$ cat src/rtl/fft32_bitrev_reorder.sv
// ---------------------------------------------------------------------------
// fft32_bitrev_reorder
//
// Output-side reader for the 32-point radix-2 FFT datapath. The butterfly
// stages deliver each frame in bit-reversed bin order. This block stores every
// frame in one of two ping-pong banks, scattering each sample to its
// bit-reversed address. It then replays the bank linearly, so frames leave in
// natural bin order (0..31) at one complex sample per cycle.
//
// Optional build macro: REORDER_CONJ_EN
//   defined   : out_i carries the saturated negation of the stored imag part
//               (complex conjugate, for IFFT via the conjugate trick).
//   undefined : out_i is the stored imag part, bit-exact.
//
// Ports
//   clk        rising-edge clock
//   rst        synchronous active-low reset
//   in_valid   input sample valid
//   in_ready   input sample can be accepted (write bank not full)
//   in_r/in_i  input real/imag, bit-reversed order, signed DATA_W
//   in_last    marks 32nd sample of a frame; used only for the framing flag
//   out_valid  output sample valid
//   out_ready  downstream accepts output
//   out_r/out_i output real/imag, natural order, signed DATA_W
//   out_idx    natural bin index of the current output
//   out_last   high with bin N-1
//   frame_err  sticky: in_last disagreed with the internal sample count
// ---------------------------------------------------------------------------
module fft32_bitrev_reorder #(
  parameter int DATA_W = 32,
  parameter int N      = 32,
  parameter int LOG2N  = 5
) (
  input  logic                     clk,
  input  logic                     rst,
  input  logic                     in_valid,
  output logic                     in_ready,
  input  logic signed [DATA_W-1:0] in_r,
  input  logic signed [DATA_W-1:0] in_i,
  input  logic                     in_last,
  output logic                     out_valid,
  input  logic                     out_ready,
  output logic signed [DATA_W-1:0] out_r,
  output logic signed [DATA_W-1:0] out_i,
  output logic [LOG2N-1:0]         out_idx,
  output logic                     out_last,
  output logic                     frame_err
);

  localparam int MEM_W = 2 * DATA_W;
  localparam logic [LOG2N-1:0] LAST_CNT = LOG2N'(N - 1);

  // Reverse the address bits: sample k of the bit-reversed stream belongs to
  // natural bin bitrev(k).
  function automatic logic [LOG2N-1:0] bitrev(input logic [LOG2N-1:0] a);
    logic [LOG2N-1:0] r;
    for (int b = 0; b < LOG2N; b++) begin
      r[b] = a[LOG2N-1-b];
    end
    return r;
  endfunction

`ifdef REORDER_CONJ_EN
  // Two's-complement negation with saturation: the most negative value has
  // no positive counterpart, so it maps to the most positive one.
  function automatic logic signed [DATA_W-1:0] neg_sat(
    input logic signed [DATA_W-1:0] v
  );
    logic signed [DATA_W-1:0] most_neg;
    most_neg = {1'b1, {(DATA_W-1){1'b0}}};
    if (v == most_neg) begin
      return {1'b0, {(DATA_W-1){1'b1}}};
    end
    return -v;
  endfunction
`endif

  // Ping-pong storage; contents are never reset.
  logic [MEM_W-1:0] mem [2][N];

  logic [1:0]       full;
  logic [1:0]       full_nxt;
  logic             wbank;
  logic             rbank;
  logic [LOG2N-1:0] wcnt;
  logic [LOG2N-1:0] rcnt;

  logic             wr_en;
  logic             wr_done;
  logic             rd_load;
  logic             rd_done;

  logic [MEM_W-1:0]         rd_word_p0;
  logic signed [DATA_W-1:0] rd_r_p0;
  logic signed [DATA_W-1:0] rd_i_p0;
  logic signed [DATA_W-1:0] rd_i_fmt_p0;

  assign in_ready = !full[wbank];
  assign wr_en    = in_valid && in_ready;
  assign wr_done  = wr_en && (wcnt == LAST_CNT);

  // The output register refills when a full bank is waiting and the current
  // word is either absent or being taken this cycle.
  assign rd_load  = full[rbank] && (!out_valid || out_ready);
  assign rd_done  = rd_load && (rcnt == LAST_CNT);

  // A write only ever completes a non-full bank and a read only ever drains a
  // full one, so the two updates always land on different banks.
  always_comb begin
    full_nxt = full;
    if (wr_done) begin
      full_nxt[wbank] = 1'b1;
    end
    if (rd_done) begin
      full_nxt[rbank] = 1'b0;
    end
  end

  // ---- stage p0: scatter write into the write bank ----
  always_ff @(posedge clk) begin
    if (wr_en) begin
      mem[wbank][bitrev(wcnt)] <= {in_r, in_i};
    end
  end

  // ---- stage p0: linear fetch from the read bank ----
  assign rd_word_p0 = mem[rbank][rcnt];
  assign rd_r_p0    = rd_word_p0[MEM_W-1:DATA_W];
  assign rd_i_p0    = rd_word_p0[DATA_W-1:0];

`ifdef REORDER_CONJ_EN
  assign rd_i_fmt_p0 = neg_sat(rd_i_p0);
`else
  assign rd_i_fmt_p0 = rd_i_p0;
`endif

  // ---- stage p1: bank bookkeeping and framing flag ----
  always_ff @(posedge clk) begin
    if (!rst) begin
      full      <= 2'b00;
      wbank     <= 1'b0;
      wcnt      <= '0;
      rbank     <= 1'b0;
      rcnt      <= '0;
      frame_err <= 1'b0;
    end else begin
      full <= full_nxt;

      if (wr_en) begin
        // Framing follows the count alone; in_last only raises the flag.
        if (in_last != (wcnt == LAST_CNT)) begin
          frame_err <= 1'b1;
        end
        if (wr_done) begin
          wcnt  <= '0;
          wbank <= !wbank;
        end else begin
          wcnt <= wcnt + 1'b1;
        end
      end

      if (rd_load) begin
        if (rd_done) begin
          rcnt  <= '0;
          rbank <= !rbank;
        end else begin
          rcnt <= rcnt + 1'b1;
        end
      end
    end
  end

  // ---- stage p1: output register ----
  always_ff @(posedge clk) begin
    if (!rst) begin
      out_valid <= 1'b0;
      out_r     <= '0;
      out_i     <= '0;
      out_idx   <= '0;
      out_last  <= 1'b0;
    end else if (rd_load) begin
      out_valid <= 1'b1;
      out_r     <= rd_r_p0;
      out_i     <= rd_i_fmt_p0;
      out_idx   <= rcnt;
      out_last  <= (rcnt == LAST_CNT);
    end else if (out_valid && out_ready) begin
      out_valid <= 1'b0;
    end
  end

endmodule

$ cat config.mk
export PLATFORM = sky130hd
export DESIGN_NAME = fft32_bitrev_reorder
export DESIGN_NICKNAME = d
export VERILOG_FILES = /design/src/rtl/fft32_bitrev_reorder.sv
export SDC_FILE = /design/constraint.sdc
export NUM_CORES = 2
export LEC_CHECK = 0
export CAP_MARGIN = 30
export CORE_ASPECT_RATIO = 0.75
export CORE_MARGIN = 5
export CORE_UTILIZATION = 60
export CTS_CLUSTER_SIZE = 16
export DETAILED_ROUTE_END_ITERATION = 10
export MAX_ROUTING_LAYER = met4
export PLACE_DENSITY_LB_ADDON = 0.3
export SLEW_MARGIN = 10
export SYNTH_ARGS = -nofsm -noshare
export SYNTH_HDL_FRONTEND = slang
export SYNTH_SLANG_ARGS = --single-unit
$ cat constraint.sdc
create_clock -name clk -period 15.19 [get_ports clk]
set_input_delay 3.038 -clock clk [delete_from_list [all_inputs] [get_ports clk]]
set_output_delay 3.038 -clock clk [all_outputs]
set_load 0.05 [all_outputs]
==> flow_metrics.tcl <==
set metrics [dict create \
    dp_worst_setup_slack_ns 7.86 \
    endpoint "in_ready" \
    irDropWorstVdd_v 0.000128 \
    post-route-util_pct 67.2 \
    die_h_um 457 \
    dieArea_mm2 0.277 \
    antenna_found_initial 32 \
    finalCriticalPeriod_ns 6.64 \
    syn_nets 6956 \
    cts_buffers 381 \
    synth_area_mm2 0.160 \
    grt_pass1_vias 78164 \
    path_clk_slew_ns 0.07 \
    reg2reg_from "wbank" \
    powerDensity_mw_per_mm2 127 \
    synth_top_area_cell "edfxtp_1" \
    drt-total-wl_um 439000 \
    dp_hpwl_um 247000 \
    synth.avg_cell_area_um2 23.2 \
    cp-startpoint "wbank" \
    drtPass1Iterations 6 \
    rsz0062_at_grt "false" \
    async_flop_share_pct 0 \
    cts_resized 0 \
    grt_max_degree 116 \
    hold_viol 0 \
    ff2ff_setup_slack_ns 9.71 \
    status "completed" \
    grt_overflow 0 \
    vias 79969 \
    rr_endpoint "mem[1][119]" \
    tightest_slew_ns 1.13 \
    gp_congestion 0.908 \
    row_count 164 \
    cp_max_fo 14 \
    synth-seq-cells 4183 \
    die_x_um 606 \
    grtUsageTotal_pct 32.8 \
    postRouteAntennaNets 0 \
    drcViolationCount 0 \
    ctsLongestPathBuffers 4 \
    cts_tree "built" \
    setup_viol 0 \
    clkLatencyLatePin_ns 0.92 \
    setup_tns_ns 0 \
    fin_nets 7391 \
    syn_to_final_growth_pct 11.7 \
    yosysUniqueCellTypes 70 \
    htree_levels 5 \
    layout_commonest_cell "edfxtp_1" \
    maxSlewViolCount 0 \
    fin_ws_ns 8.55 \
    core-area_mm2 0.266 \
    slew-limit-headroom_pct 22.2 \
    grt_first_pass_wirelength_um 614000 \
    required_ns 12.15 \
    r2r_cells 7 \
    synth_edf_count 4096 \
    clockRootBuffer "clkbuf_16" \
    cts_hold_buffers 0 \
    layout-drive-gt1-share_pct 27.5 \
    critPathLaunchType "flip-flop" \
    drtIter0Drc 14793 \
    start_util_pct 60.2 \
    crit_arrival_ns 3.60 \
    clock_skew_ns 0.0545 \
    wl_per_cell_um 39.2 \
    synthesis.instances 6878 \
    cts_num_sinks 4183 \
    hold_class "reg -> reg" \
    synth_flop_cell "edfxtp_1" \
    yosysTopAreaCellShare_pct 76.9 \
    post_cts_buffers 0 \
    final_cell_mix "edfxtp_1 (4096), mux4_2 (1045), clkbuf_16 (391), mux2i_1 (312), buf_4 (241)" \
    yosysSeqAreaShare_pct 78.0 \
    fin_crit_sh_pct 43.7 \
    power_leakage_nw 53.6 \
    end_kind "output pin" \
    synth_area_leaders "edfxtp_1 (77%), mux4_2 (15%), mux2i_1 (2.0%), dfxtp_1 (1.1%), mux2_2 (0.49%)" \
    drv_cap 0 \
    ys_warn_count 0 \
    critPathKind "reg -> out" \
    io_pins 142 \
    fmax_mhz 151 \
    io_buffers 141 \
    vias_per_cell 7.13 \
]
==> sequential cells by signal (all words and copies together), names as in the netlist, named ones only <==
name,cells
frame_err,1
wcnt,5
wbank,1
full,2
out_r,32
rcnt,5
out_i,32
out_idx,5
out_valid,1
mem,4096
out_last,1
rbank,1
==> cells in the mapped netlist (4+ instances only) <==
library cell / instances
a221oi_1: 6
nor2b_1: 31
buf_1: 22
buf_8: 10
nand3b_1: 8
a21oi_1: 44
mux4_2: 1045
a2111oi_0: 22
buf_4: 66
and3_1: 4
inv_1: 8
nand3_1: 38
mux2i_1: 312
buf_6: 58
nor3_1: 47
mux2_2: 70
buf_12: 6
and2_1: 4
a211oi_1: 25
dfxtp_1: 87
o21ai_0: 31
nor4_1: 31
nand2b_1: 9
a21o_1: 5
o221ai_1: 38
o22ai_1: 61
nor2_1: 164
nand4_1: 17
buf_2: 109
o22a_1: 17
a211o_1: 5
a2111o_1: 7
edfxtp_1: 4096
ha_1: 9
a22oi_1: 22
o2111ai_1: 28
o211ai_1: 6
nand2_1: 148
or4_1: 6
a32oi_1: 4
clkbuf_1: 100
==> kinds of logic after synthesis <==
group	after synthesis	share of synthesized area, %
compound gates	346	1.61
buf+inv	381	1.54
fa+ha+maj	9	0.0704
flops	4183	78.0
simple gates	525	1.54
mux	1431	17.2
xor+xnor	3	0.0164
==> worst min path at each step <==
stage | start | endpoint | cells past startpoint | slack, ns
after global placement | out_idx[1] | out_idx[1] | 2 | 0.51
final | out_idx[3] | out_idx[3] | 2 | 0.52
after global routing | out_idx[2] | out_idx[2] | 2 | 0.53
after detailed placement | out_idx[3] | out_idx[3] | 2 | 0.51
after floorplan | wcnt[1] | wcnt[1] | 2 | 0.49
after CTS | out_idx[3] | out_idx[3] | 2 | 0.52
==> metal layers <==
metal,GRT usage (%),share of wire (%)
met5,-,0
met4,11.4,4.2
met3,9.99,16
met2,45.2,44
met1,47.5,35
==> area by class of cell <==
type                    count  area [um^2]
diodes                     18         45.0
clock buffers             496        10300
clock inverters           195         1920
fillers                 15882        87100
inverters                   9         38.8
multi-input cells        2314        33300
flip-flops and latches   4183       125000
well taps                3569         4470
repair buffers            424         3870
==> worst max-delay path, stage by stage (launching register included) <==
cell and delay, ns:
dfxtp_1 0.71, mux2i_1 1.00, clkdlybuf4s50_1 0.98
==> through the flow <==
step                      hold slack, ns  instances  total power (W)  instance area (um^2)
after global routing               0.532      11206           0.0233                179000
after CTS                          0.518      11170           0.0228                178000
after detailed placement           0.509      10479           0.0134                166000
after global placement             0.508      10458           0.0134                166000
after floorplan                    0.494       6878           0.0131                160000
final                              0.519      11208           0.0227                179000
==> where the power goes <==
part	switching, W	internal (W)	total (W)
clock network	0.00418	0.00537	0.00954
logic	0.000389	0.000104	0.000493
registers	0.0000167	0.0127	0.0127
total	0.00458	0.0182	0.0227
(Power assumes the default switching activity.)
